**config.mk**
```make
export PLATFORM = sky130hd
export DESIGN_NAME = ctrl_pipe
export DESIGN_NICKNAME = d
export VERILOG_FILES = /design/src/rtl/ctrl_pipe.sv
export SDC_FILE = /design/constraint.sdc
export NUM_CORES = 1
export LEC_CHECK = 0
export ABC_AREA = 1
export CAP_MARGIN = 10
export CORE_UTILIZATION = 41
export CTS_CLUSTER_DIAMETER = 40
export DETAILED_ROUTE_END_ITERATION = 7
export HOLD_SLACK_MARGIN = 0.12
export PLACE_DENSITY = 0.76
export SLEW_MARGIN = 20
export SYNTH_ARGS = -nofsm -noshare
export SYNTH_HDL_FRONTEND = slang
export SYNTH_SLANG_ARGS = --single-unit
```
**constraint.sdc**
```tcl
create_clock -name clk -period 1.43 [get_ports clk]
set_input_delay 0.2145 -clock clk [delete_from_list [all_inputs] [get_ports clk]]
set_output_delay 0.2145 -clock clk [all_outputs]
set_load 0.01 [all_outputs]
```
**src/rtl/ctrl_pipe.sv**
```systemverilog
// ctrl_pipe
//   Main-decoder successor for the pipelined MIPS32 core. Decodes the 6-bit
//   primary opcode into a 14-bit control word and carries that word through
//   STAGES pipeline registers (stage 0 = ID/EX, stage 1 = EX/MEM, ...).
//   The pipeline supports hold, per-stage flush and load-use bubbles. Illegal
//   opcodes are tracked with a sticky flag and a saturating counter.
//
// Parameters
//   STAGES     number of control register stages after decode (1..6)
//   IMM_LOGIC  1: decode andi/ori/slti, 0: treat them as illegal
//   CW         control word width (fixed at 14)
//
// Ports
//   clk           rising-edge clock
//   rst           asynchronous active-high reset
//   opcode        instruction[31:26] of the instruction in ID
//   in_valid      ID holds a real instruction
//   hold          freeze all stages (flush still clears flagged stages)
//   bubble        write a zero word into stage 0; later stages advance
//   flush         bit k clears stage k on the next edge
//   dec_ctrl      combinational decode of opcode
//   ctrl_bus      stage k word at [k*CW +: CW]
//   illegal       combinational: in_valid and opcode not decodable
//   illegal_seen  sticky flag: an illegal opcode was accepted
//   illegal_cnt   number of accepted illegal opcodes, saturating at 255
//
// Control word layout:
//   [13] valid  [12] branch  [11] jump  [10] we_reg  [9] alu_src_imm
//   [8] we_dm  [7:5] alu_op  [4] wr_ra_jal  [3] wr_ra_instr
//   [2] jal_wd_sel  [1] dm_load_op  [0] r_type
module ctrl_pipe #(
  parameter int unsigned STAGES    = 3,
  parameter bit          IMM_LOGIC = 1'b1,
  localparam int unsigned CW       = 14
) (
  input  logic                   clk,
  input  logic                   rst,
  input  logic [5:0]             opcode,
  input  logic                   in_valid,
  input  logic                   hold,
  input  logic                   bubble,
  input  logic [STAGES-1:0]      flush,
  output logic [CW-1:0]          dec_ctrl,
  output logic [STAGES*CW-1:0]   ctrl_bus,
  output logic                   illegal,
  output logic                   illegal_seen,
  output logic [7:0]             illegal_cnt
);

  typedef enum logic [5:0] {
    OP_RTYPE = 6'b000000,
    OP_J     = 6'b000010,
    OP_JAL   = 6'b000011,
    OP_BEQ   = 6'b000100,
    OP_ADDI  = 6'b001000,
    OP_SLTI  = 6'b001010,
    OP_ANDI  = 6'b001100,
    OP_ORI   = 6'b001101,
    OP_LW    = 6'b100011,
    OP_SW    = 6'b101011
  } opcode_e;

  typedef enum logic [2:0] {
    ALU_ADD   = 3'b000,
    ALU_SUB   = 3'b001,
    ALU_FUNCT = 3'b010,
    ALU_AND   = 3'b011,
    ALU_OR    = 3'b100,
    ALU_SLT   = 3'b101
  } alu_op_e;

  typedef struct packed {
    logic    valid;
    logic    branch;
    logic    jump;
    logic    we_reg;
    logic    alu_src_imm;
    logic    we_dm;
    alu_op_e alu_op;
    logic    wr_ra_jal;
    logic    wr_ra_instr;
    logic    jal_wd_sel;
    logic    dm_load_op;
    logic    r_type;
  } ctrl_t;

  // ---------------------------------------------------------------------------
  // Decode
  // ---------------------------------------------------------------------------
  ctrl_t dec_w;
  logic  op_known;

  always_comb begin
    dec_w    = '0;
    op_known = 1'b1;
    case (opcode)
      OP_RTYPE: begin
        dec_w.we_reg = 1'b1;
        dec_w.r_type = 1'b1;
        dec_w.alu_op = ALU_FUNCT;
      end
      OP_LW: begin
        dec_w.we_reg      = 1'b1;
        dec_w.alu_src_imm = 1'b1;
        dec_w.wr_ra_instr = 1'b1;
        dec_w.dm_load_op  = 1'b1;
        dec_w.alu_op      = ALU_ADD;
      end
      OP_SW: begin
        dec_w.alu_src_imm = 1'b1;
        dec_w.we_dm       = 1'b1;
        dec_w.alu_op      = ALU_ADD;
      end
      OP_BEQ: begin
        dec_w.branch = 1'b1;
        dec_w.alu_op = ALU_SUB;
      end
      OP_ADDI: begin
        dec_w.we_reg      = 1'b1;
        dec_w.alu_src_imm = 1'b1;
        dec_w.wr_ra_instr = 1'b1;
        dec_w.alu_op      = ALU_ADD;
      end
      OP_J: begin
        dec_w.jump = 1'b1;
      end
      OP_JAL: begin
        dec_w.jump       = 1'b1;
        dec_w.we_reg     = 1'b1;
        dec_w.wr_ra_jal  = 1'b1;
        dec_w.jal_wd_sel = 1'b1;
      end
      OP_ANDI: begin
        if (IMM_LOGIC) begin
          dec_w.we_reg      = 1'b1;
          dec_w.alu_src_imm = 1'b1;
          dec_w.wr_ra_instr = 1'b1;
          dec_w.alu_op      = ALU_AND;
        end else begin
          op_known = 1'b0;
        end
      end
      OP_ORI: begin
        if (IMM_LOGIC) begin
          dec_w.we_reg      = 1'b1;
          dec_w.alu_src_imm = 1'b1;
          dec_w.wr_ra_instr = 1'b1;
          dec_w.alu_op      = ALU_OR;
        end else begin
          op_known = 1'b0;
        end
      end
      OP_SLTI: begin
        if (IMM_LOGIC) begin
          dec_w.we_reg      = 1'b1;
          dec_w.alu_src_imm = 1'b1;
          dec_w.wr_ra_instr = 1'b1;
          dec_w.alu_op      = ALU_SLT;
        end else begin
          op_known = 1'b0;
        end
      end
      default: op_known = 1'b0;
    endcase

    // A word that is not valid is forced fully to zero so no stale
    // fields can ever travel down the pipeline.
    if (in_valid && op_known) begin
      dec_w.valid = 1'b1;
    end else begin
      dec_w = '0;
    end
  end

  assign dec_ctrl = dec_w;
  assign illegal  = in_valid & ~op_known;

  // ---------------------------------------------------------------------------
  // Control pipeline
  // ---------------------------------------------------------------------------
  logic [STAGES*CW-1:0] bus_q;

  for (genvar k = 0; k < STAGES; k++) begin : g_stage
    logic [CW-1:0] adv_d;
    logic [CW-1:0] stage_d;
    logic [CW-1:0] stage_q;

    // adv_d is the value this stage takes when the pipe advances.
    if (k == 0) begin : g_head
      always_comb begin
        adv_d = (flush[0] || bubble) ? '0 : dec_ctrl;
      end
    end else begin : g_tail
      always_comb begin
        adv_d = flush[k] ? '0 : bus_q[(k-1)*CW +: CW];
      end
    end

    // Flush still clears a stage during hold; otherwise hold freezes it.
    always_comb begin
      if (hold) begin
        stage_d = flush[k] ? '0 : stage_q;
      end else begin
        stage_d = adv_d;
      end
    end

    always_ff @(posedge clk or posedge rst) begin
      if (rst) begin
        stage_q <= '0;
      end else begin
        stage_q <= stage_d;
      end
    end

    assign bus_q[k*CW +: CW] = stage_q;
  end

  assign ctrl_bus = bus_q;

  // ---------------------------------------------------------------------------
  // Illegal-opcode tracking
  // ---------------------------------------------------------------------------
  // An illegal opcode counts as accepted whenever the pipe advances, even if
  // a bubble or flush[0] discards its (already zero) word.
  logic       accept_illegal;
  logic       illegal_seen_q;
  logic       illegal_seen_d;
  logic [7:0] illegal_cnt_q;
  logic [7:0] illegal_cnt_d;

  always_comb begin
    accept_illegal = illegal & ~hold;
    illegal_seen_d = illegal_seen_q | accept_illegal;
    illegal_cnt_d  = illegal_cnt_q;
    if (accept_illegal && (illegal_cnt_q != '1)) begin
      illegal_cnt_d = illegal_cnt_q + 8'd1;
    end
  end

  always_ff @(posedge clk or posedge rst) begin
    if (rst) begin
      illegal_seen_q <= 1'b0;
      illegal_cnt_q  <= '0;
    end else begin
      illegal_seen_q <= illegal_seen_d;
      illegal_cnt_q  <= illegal_cnt_d;
    end
  end

  assign illegal_seen = illegal_seen_q;
  assign illegal_cnt  = illegal_cnt_q;

endmodule

```
Yosys cells after proc, flatten, opt, wreduce, memory -nomap -nowiden:

Index checks and enable logic that the tools add are counted.

* reductions and logical operators: 9
* $lt $le $gt $ge: 0
* bitwise gates (word level): 5
* add/subtract/negate cells: 1
* divide/modulo/power cells: 0
* equality and inequality tests: 13
* muxes and demuxes: 22
* shifts and indexed selects: 0
* $mul: 0

Operators by type and width (number)
* $mux 14: 9
* $eq 6x4->1 const B: 4
* $pmux 3 s5: 1
* $mux 13: 1
* $eq 6x2->1 const B: 2
* $eq 6x6->1 const B: 2
* $mux 1: 11
* $reduce_or 10->1: 1
* $add 8x1->8 const B: 1
* $ne 8x8->1 const B: 1
* $reduce_or 7->1: 1
* $eq 6x3->1 const B: 1
* $logic_not 6->1: 1
* $ne 2x1->1 const B: 3
* $reduce_or 6->1: 1
* $reduce_or 5->1: 1
* $and 1x1->1: 2
* $logic_and 1x1->1: 2
* $not 1->1: 2
* $reduce_or 2->1: 1
* $logic_or 1x1->1: 1
* $or 1x1->1: 1

* memories: 0
* memory bits (writable): 0
* register bits: 51
* bits in read-only memories: 0
* latch bits: 0
* input bits: 14
* logic and storage cells: 55
* output and inout port bits: 66

Longest topological paths before layout:

Gate-level depths: netlist of the first run.

* depth in word-level cells: 7
* mapped depth: 11
* gate-level depth less buffers: 10

Worst setup path before layout of the first run:

No wires, ideal clock.

* path type: reg-to-reg
* start: register illegal_cnt_q[0], in the netlist illegal_cnt[0]
* end: register illegal_cnt_q[3], in the netlist illegal_cnt[3]
* path slack: -0.012 ns
* arrival time: 1.375 ns
* required time: 1.364 ns
* stages on the path, launching flop included: 8
* clock period less this slack: 1.442 ns
* library setup time: 0.066 ns
* buffers on the path: 0
* cells stage by stage: dfrtp_1 ha_1 nand2_1 nor2_1 nand3_1 nand3_2 nand2_1 nand2_1

* longest elaborated chain between the ends: 2
* elaborated cells between the ends (all ways): 3
* classes of those cells: add/sub (1); eq/ne (1); reduce/logical (1)

Ends and longest elaborated chain
* from (decl): line 229 `logic [7:0] illegal_cnt_q;`
* from (signal assigned): line 247 `illegal_cnt_q <= illegal_cnt_d;`
* parallel branches: the longest is 2 deep, another holds $add 8x1->8

Parallel ways; which one is timed is not known.
A chain may end at the register's enable or synchronous reset.

Final worst setup path of the first run:

* start: input port opcode[2]
* end: output port illegal

* longest elaborated chain between the ends: 5
* elaborated cells between the ends (all ways): 14
* classes of those cells: eq/ne (9); mux (1); bitwise (2); reduce/logical (2)

Ends and longest elaborated chain
* from (decl): line 38 `input logic [5:0] opcode,`
* $eq 6x4->1 (tied with other cells): line 96 `case (opcode)`
* $reduce_or 10->1 (no line) *
* $mux 1 *
* $not 1->1 *: line 176 `assign illegal = in_valid & ~op_known;`
* $and 1x1->1 *: line 176
* to (decl): line 45 `output logic illegal,`

Mark *: on every way between the ends. The rest lies on a longest branch, timed or not.

==> results of run 1 <==
## sequential cells by signal, indices dropped and copies added, names as in the netlist
register,cells
illegal_seen,1
illegal_cnt,8
g_stage.stage_q,39
## worst max-delay path, delay by kind of cell
family	cells	cell delay, ns
buffers and inverters	5	0.58
AND/OR/NAND/NOR	6	0.58
## Yosys cell counts, types with 3 or more instances
library cell / count / area [µm²]
a21oi_1: 3 / 15.0
inv_1: 18 / 67.6
clkbuf_1: 9 / 33.8
xnor2_1: 3 / 26.3
nand3_1: 66 / 330
dfrtp_1: 48 / 1200
nand3_2: 5 / 50.1
nor2_4: 10 / 113
nand2_1: 66 / 248
nand4_1: 8 / 50.1
o21ai_0: 8 / 40.0
nor2_1: 12 / 45.0
xor2_1: 3 / 26.3
buf_4: 4 / 30.0
## cell families after synthesis
logic type / share of synthesized area (%)
simple gates: 36.5
fa+ha+maj: 0.514
flops: 49.3
buf+inv: 7.76
xor+xnor: 2.16
compound gates: 3.80
## layout make-up
cell class                      count  area [µm²]  share of cell area (%)
Clock inverter                      2        35.0                   0.875
Inverter                           21        78.8                    1.97
Multi-Input combinational cell    199        1210                    30.2
Timing Repair Buffer              146        1310                    32.8
Tap cell                           72        90.1                    2.25
Sequential cell                    48        1200                    30.1
Clock buffer                        6        72.6                    1.81
## report_power, final
part           total (mW)  leakage, nW  switching [mW]  internal [mW]
Sequential           1.45        0.657          0.0374           1.41
Clock               0.955       0.0552           0.436          0.519
Combinational       0.751         1.68           0.392          0.359
## worst paths after layout
| kind | start | end | slack [ns] |
|---|---|---|---|
| min | rst | g_stage[2].stage_q[0] | 0.26 |
| max | opcode[2] | illegal | -0.18 |
| max reg2reg | illegal_cnt[2] | illegal_cnt[7] | 0.09 |
| min in group clk | illegal_seen | illegal_seen | 0.47 |
| min reg2reg | illegal_seen | illegal_seen | 0.47 |
| max in group asynchronous | rst | illegal_cnt[6] | 0.93 |
## stage by stage
stage	setup TNS, ns	cells	util, %
6_report	-2.38	494	71.4
5_1_grt	-3.84	494	71.4
4_1_cts	-0.745	488	68.3
3_5_place_dp	-25.91	457	62.9
3_3_place_gp	-25.15	457	62.9
2_1_floorplan	0	284	-
## timing repair
action,CTS,global route
cloned,1,0
pin swaps,21,12
setup buffers,22,6
hold buffers,0,0
gates resized for setup,161,34
setup endpoints to repair,75,40
## metal layers
layer | up-vias | global-route usage (%) | wire length (µm)
met5 | - | 0 | 0
met4 | 0 | 7.45 | 155
met3 | 15 | 5.29 | 414
met2 | 107 | 38.0 | 3500
met1 | 1176 | 29.1 | 2910
li1 | 1217 | - | -
==> flow_summary_export.csv, run 1 <==
group,metric,value,unit
outcome,status,"complete, but fails checks",
outcome,violations,"negative setup slack",
drt,dr_total_vias,2515,
global_routing,grt-ovfl-total,0,
timing,worst_slew_pin_slew,0.726,ns
cells_and_area,n_fill_cell,427,
cts,cts_buffers,5,
synthesis,syn_area,2440,µm²
synthesis,synth-seq-cells,48,
floorplanning,die_w,79.1,µm
setup_path,crit_slowest_cell,"buf_4",
global_routing,grt_pass1_wl,11200,µm
synthesis,async_flop_share,100,%
cells_and_area,final_common_cell,"buf_4",
setup_path,cp-start-kind,"primary input",
timing,holdWs,0.265,ns
synthesis,ys_seq_area_share,49.3,%
cells_and_area,layout_common_cells,"64 x buf_4, 62 x nand3_1, 57 x nand2_1",
global_routing,first_global_vias,2389,
floorplanning,core-area,5610,µm²
setup_path,max_stage_delay,0.16,ns
timing,max_slew_margin,51.2,%
cts,htree_levels,2,
flow_run,cap_violations,0,
drt,drtPass1Iterations,4,
setup_path,ff2ff_path_depth,8,
power,power_leakage,2.40,nW
place,dp_hpwl,4510,µm
timing,rsz0062_at_grt,"true",
synthesis,synth_edf_count,0,
timing,fmax,623,MHz
synthesis,synth.net_count,299,
timing,hold_viol_final,0,
drt,drc,0,
timing,setup_viol,24,
setup_path,worstPathRequired,1.22,ns
synthesis,netlist_instances,284,
cells_and_area,drive_gt1_share,35.1,%
floorplanning,die_height,79.1,µm
power,powerDensity,787,nW/µm²
timing,setup_ws,-0.176,ns
timing,post-route-period-util,112,%
synthesis,synth_flop_cell,"dfrtp_1",
cts,cts_tree,"yes",
cts,max-clock-path-buffers,2,
floorplanning,design.die.area,6250,µm²
cts,insertion_delay,0.30,ns
synthesis,yosysUniqueCellTypes,28,
cells_and_area,final_area,4010,µm²
cts,ctsRootBufferMaster,"clkbuf_8",
floorplanning,rows,27,
hold_path,hp-class,"in2async",
cells_and_area,layout.nets,436,
setup_path,path_max_fanout,4,
setup_path,crit_arrival,1.39,ns
floorplanning,io_pins,80,
cells_and_area,antennaDiodeCount,0,
place,placed_area,3530,µm²
drt,drtAntennaViolNets,0,
timing,skew,0.00550,ns
place,numPortBuffers,79,
drt,detail_route.wirelength,6980,µm
global_routing,grt_usage,22.8,%
synthesis,avgSynthCellArea,8.58,µm²
setup_path,crit_chain,"buf_4, nand2_2, inv_2, nand3_2, nand2_2, nor2_4, nand2_4, buf_4, buf_6, nor2_4, buf_6",
synthesis,yosysWarnings,0,
global_routing,antenna_found_initial,0,
drt,dr.first_iter.drc_count,207,
timing,fin_crit,1.61,ns
cts,cts.clk_slew.worst_paths,0.08,ns
drt,viasPerCell,5.09,
cells_and_area,syn_to_final_growth,64.4,%
cts,cts.sinks,48,
place,globalplace.congestion,0.879,
global_routing,grt_max_degree,49,
timing,drv_slew,0,
drt,post_drt_wl_per_cell,14.1,µm
power,fin_total_pwr,3.15,mW
floorplanning,initial_utilization,43.4,%
power,ir_drop,0.480,mV
setup_path,worstSetupEndpointType,"primary output",
place,place_ws,-0.941,ns
setup_path,critical_path_class,"in2out",
Power figures use the tool's default switching activity.
==> inputs of run 2 (changes only) <==
Settings changed: ABC_AREA 1 to not set, PLACE_DENSITY 0.76 to 0.77.
==> flow_summary_export.csv, run 2 <==
group,metric,value,unit
floorplanning,rows,26,
global_routing,grt_pass1_wl,10100,µm
cells_and_area,layout_common_cells,"48 x dfrtp_1, 42 x buf_4, 32 x nor2_1",
cts,htree_levels,2,
timing,rsz0062_at_grt,"true",
cts,cts.sinks,48,
power,ir_drop,0.913,mV
timing,setup_ws,-0.159,ns
timing,holdWs,0.273,ns
power,switching_power,0.963,mW
setup_path,crit_chain,"buf_8, nor2b_4, o22a_2, o32ai_4, nand3_4, buf_12, nor2_4, buf_6",
cts,cts_buffers,5,
place,dp_hpwl,4310,µm
setup_path,path_max_fanout,7,
floorplanning,io_pins,80,
timing,skew,0.00662,ns
synthesis,syn_area,2300,µm²
synthesis,synth_top_cell_by_area,"dfrtp_1",
drt,dr.first_iter.drc_count,72,
setup_path,rr_endpoint,"illegal_cnt[6]",
cells_and_area,top_register,"g_stage.stage_q",
setup_path,worstPathRequired,1.22,ns
synthesis,synthTopCellsByCount,"48 x dfrtp_1, 45 x nor2_1, 26 x mux2i_1",
timing,post-route-period-util,111,%
timing,drv_slew,0,
power,fin_total_pwr,3.42,mW
cells_and_area,largest_reg_flops,39,
synthesis,synth-seq-cells,48,
power,switching_share,28.1,%
power,sequentialPowerShare,43.5,%
setup_path,r2r_start,"illegal_cnt[1]",
cells_and_area,n_fill_cell,413,
outcome,violations,"negative setup slack",
synthesis,synth_flop_cell,"dfrtp_1",
synthesis,ys_seq_area_share,52.2,%
outcome,status,"complete, but fails checks",
flow_run,cap_violations,0,
place,numPortBuffers,79,
cts,insertion_delay,0.30,ns
global_routing,first_global_vias,2045,
timing,worst_slew_pin_slew,0.545,ns
timing,fmax,629,MHz
timing,fin_crit,1.59,ns
hold_path,hp-class,"in2async",
floorplanning,design.die.area,5920,µm²
setup_path,cp.buffers_inverters,3,
synthesis,netlist_instances,226,
timing,setup_viol,18,
drt,drtPass1Iterations,4,
global_routing,grt-ovfl-total,0,
cells_and_area,final_area,3820,µm²
cts,cts_tree,"yes",
setup_path,crit_slowest_cell,"o22a_2",
synthesis,synth_area_leaders,"dfrtp_1 52%, mux2i_1 11%, nor2_1 7.3%",
drt,drc,0,
floorplanning,initial_utilization,43.7,%
drt,dr_total_vias,2103,
cells_and_area,antennaDiodeCount,0,
global_routing,grt_max_degree,49,
power,power_frac_comb,28.3,%
power,powerDensity,896,nW/µm²
setup_path,reg2reg_setup_slack,-0.01,ns
global_routing,antenna_found_initial,0,
synthesis,synth_top_area_share,52.2,%
setup_path,max_stage_delay,0.20,ns
cells_and_area,syn_to_final_growth,66.1,%
synthesis,yosysWarnings,0,
power,power_leakage,2.17,nW
cts,cts.clk_slew.worst_paths,0.08,ns
drt,detail_route.wirelength,6240,µm
floorplanning,core-area,5270,µm²
power,internal-power,2.46,mW
synthesis,synth_most_common_cell,"dfrtp_1",
setup_path,cpLargestDelayFamily,"buffers and inverters",
timing,max_slew_margin,63.5,%
synthesis,synth_edf_count,0,
cells_and_area,final_common_cell,"dfrtp_1",
synthesis,synth.net_count,241,
setup_path,ff2ff_path_depth,5,
cts,ctsRootBufferMaster,"clkbuf_8",
setup_path,worstSetupEndpointType,"primary output",
floorplanning,die_height,76.9,µm
floorplanning,die_w,76.9,µm
cells_and_area,drive_gt1_share,34.3,%
setup_path,critical_path_class,"in2out",
power,clockPowerShare,28.3,%
drt,viasPerCell,5.04,
cells_and_area,layout.nets,361,
drt,post_drt_wl_per_cell,15.0,µm
cts,max-clock-path-buffers,2,
synthesis,async_flop_share,100,%
place,placed_area,3470,µm²
place,globalplace.congestion,0.735,
timing,hold_viol_final,0,
global_routing,grt_usage,21.9,%
setup_path,crit_arrival,1.37,ns
drt,drtAntennaViolNets,0,
setup_path,cp-start-kind,"primary input",
synthesis,yosysUniqueCellTypes,41,
synthesis,avgSynthCellArea,10.2,µm²
cts,holdBufCountCts,0,
==> run 2: changes by cell type after synthesis, sizes merged, moves of 4 or more <==
cell	previous run	this run
mux2i	0	26
and3	0	5
nor2	24	45
nand4	8	3
inv	20	3
nand2	70	20
o21ai	10	15
nor2b	0	4
nand3	71	8
==> run 2: worst max-delay path by stage <==
| stage | startpoint | to | slack, ns | cells after the start |
|---|---|---|---|---|
| 2_1_floorplan | opcode[0] | dec_ctrl[7] | -0.11 | 6 |
| 3_3_place_gp | opcode[2] | dec_ctrl[10] | -1.08 | 7 |
| 3_5_place_dp | opcode[2] | dec_ctrl[5] | -1.13 | 6 |
| 4_1_cts | opcode[3] | dec_ctrl[2] | -0.19 | 8 |
| 5_1_grt | opcode[3] | dec_ctrl[2] | -0.22 | 8 |
| 6_report | opcode[3] | dec_ctrl[2] | -0.16 | 8 |
==> run 2: logic make-up after synthesis <==
logic type               synth area share, %
AO/OA/AOI/OAI                           8.05
multiplexers                            12.5
AND/OR/NAND/NOR                         19.6
buffers and inverters                   5.66
flip-flops                              52.2
XOR/XNOR                                1.52
adder cells (fa/ha/maj)                0.544
==> run 2: timing repair <==
| action | CTS | global route |
|---|---|---|
| setup endpoints to repair | 70 | 45 |
| gates cloned | 1 | 0 |
| buffers inserted | 7 | 1 |
| pin swaps | 11 | 11 |
| gates resized for setup | 158 | 31 |
==> run 2: layout make-up <==
type	count	area, µm²	area share, %
repair buffers	130	1250	32.6
clock buffers	6	72.6	1.90
clock inverters	2	35.0	0.917
well taps	70	87.6	2.29
multi-input cells	158	1160	30.4
flip-flops and latches	48	1200	31.4
inverters	3	16.3	0.426
==> run 2: power by group through the flow <==
stage	sequential [mW]	combinational [mW]	clock, mW
2_1_floorplan	1.58	0.299	0
3_3_place_gp	1.53	0.762	0
3_5_place_dp	1.53	0.790	0
4_1_cts	1.48	0.869	0.980
5_1_grt	1.49	1.03	1.04
6_report	1.49	0.967	0.968
==> run 2: routing by layer <==
metal	vias to the layer above	GRT usage (%)	routed length, µm
met3	8	3.81	238
met1	1027	27.6	2710
li1	1003	-	-
met4	0	5.77	72
met5	-	0	0
met2	65	38.4	3220
==> run 2: tightest hold or removal path, stage by stage <==
cell and delay (ns):
clkdlybuf4s50_1 0.42, inv_2 0.07, buf_12 0.25
==> run 2: per-stage QoR <==
stage	util [%]	instances	setup TNS, ns	setup WS [ns]
6_report	72.5	417	-2.04	-0.159
5_1_grt	72.5	417	-2.92	-0.219
4_1_cts	70.4	416	-2.12	-0.192
3_5_place_dp	65.8	400	-29.14	-1.13
3_3_place_gp	65.8	400	-27.02	-1.08
2_1_floorplan	-	226	-1.04	-0.112
==> inputs of run 3 (changes only) <==
Settings changed: SLEW_MARGIN 20 to 0.
==> results of run 3 <==
No change in the layout: final DEF, timing and power equal those of run 2.
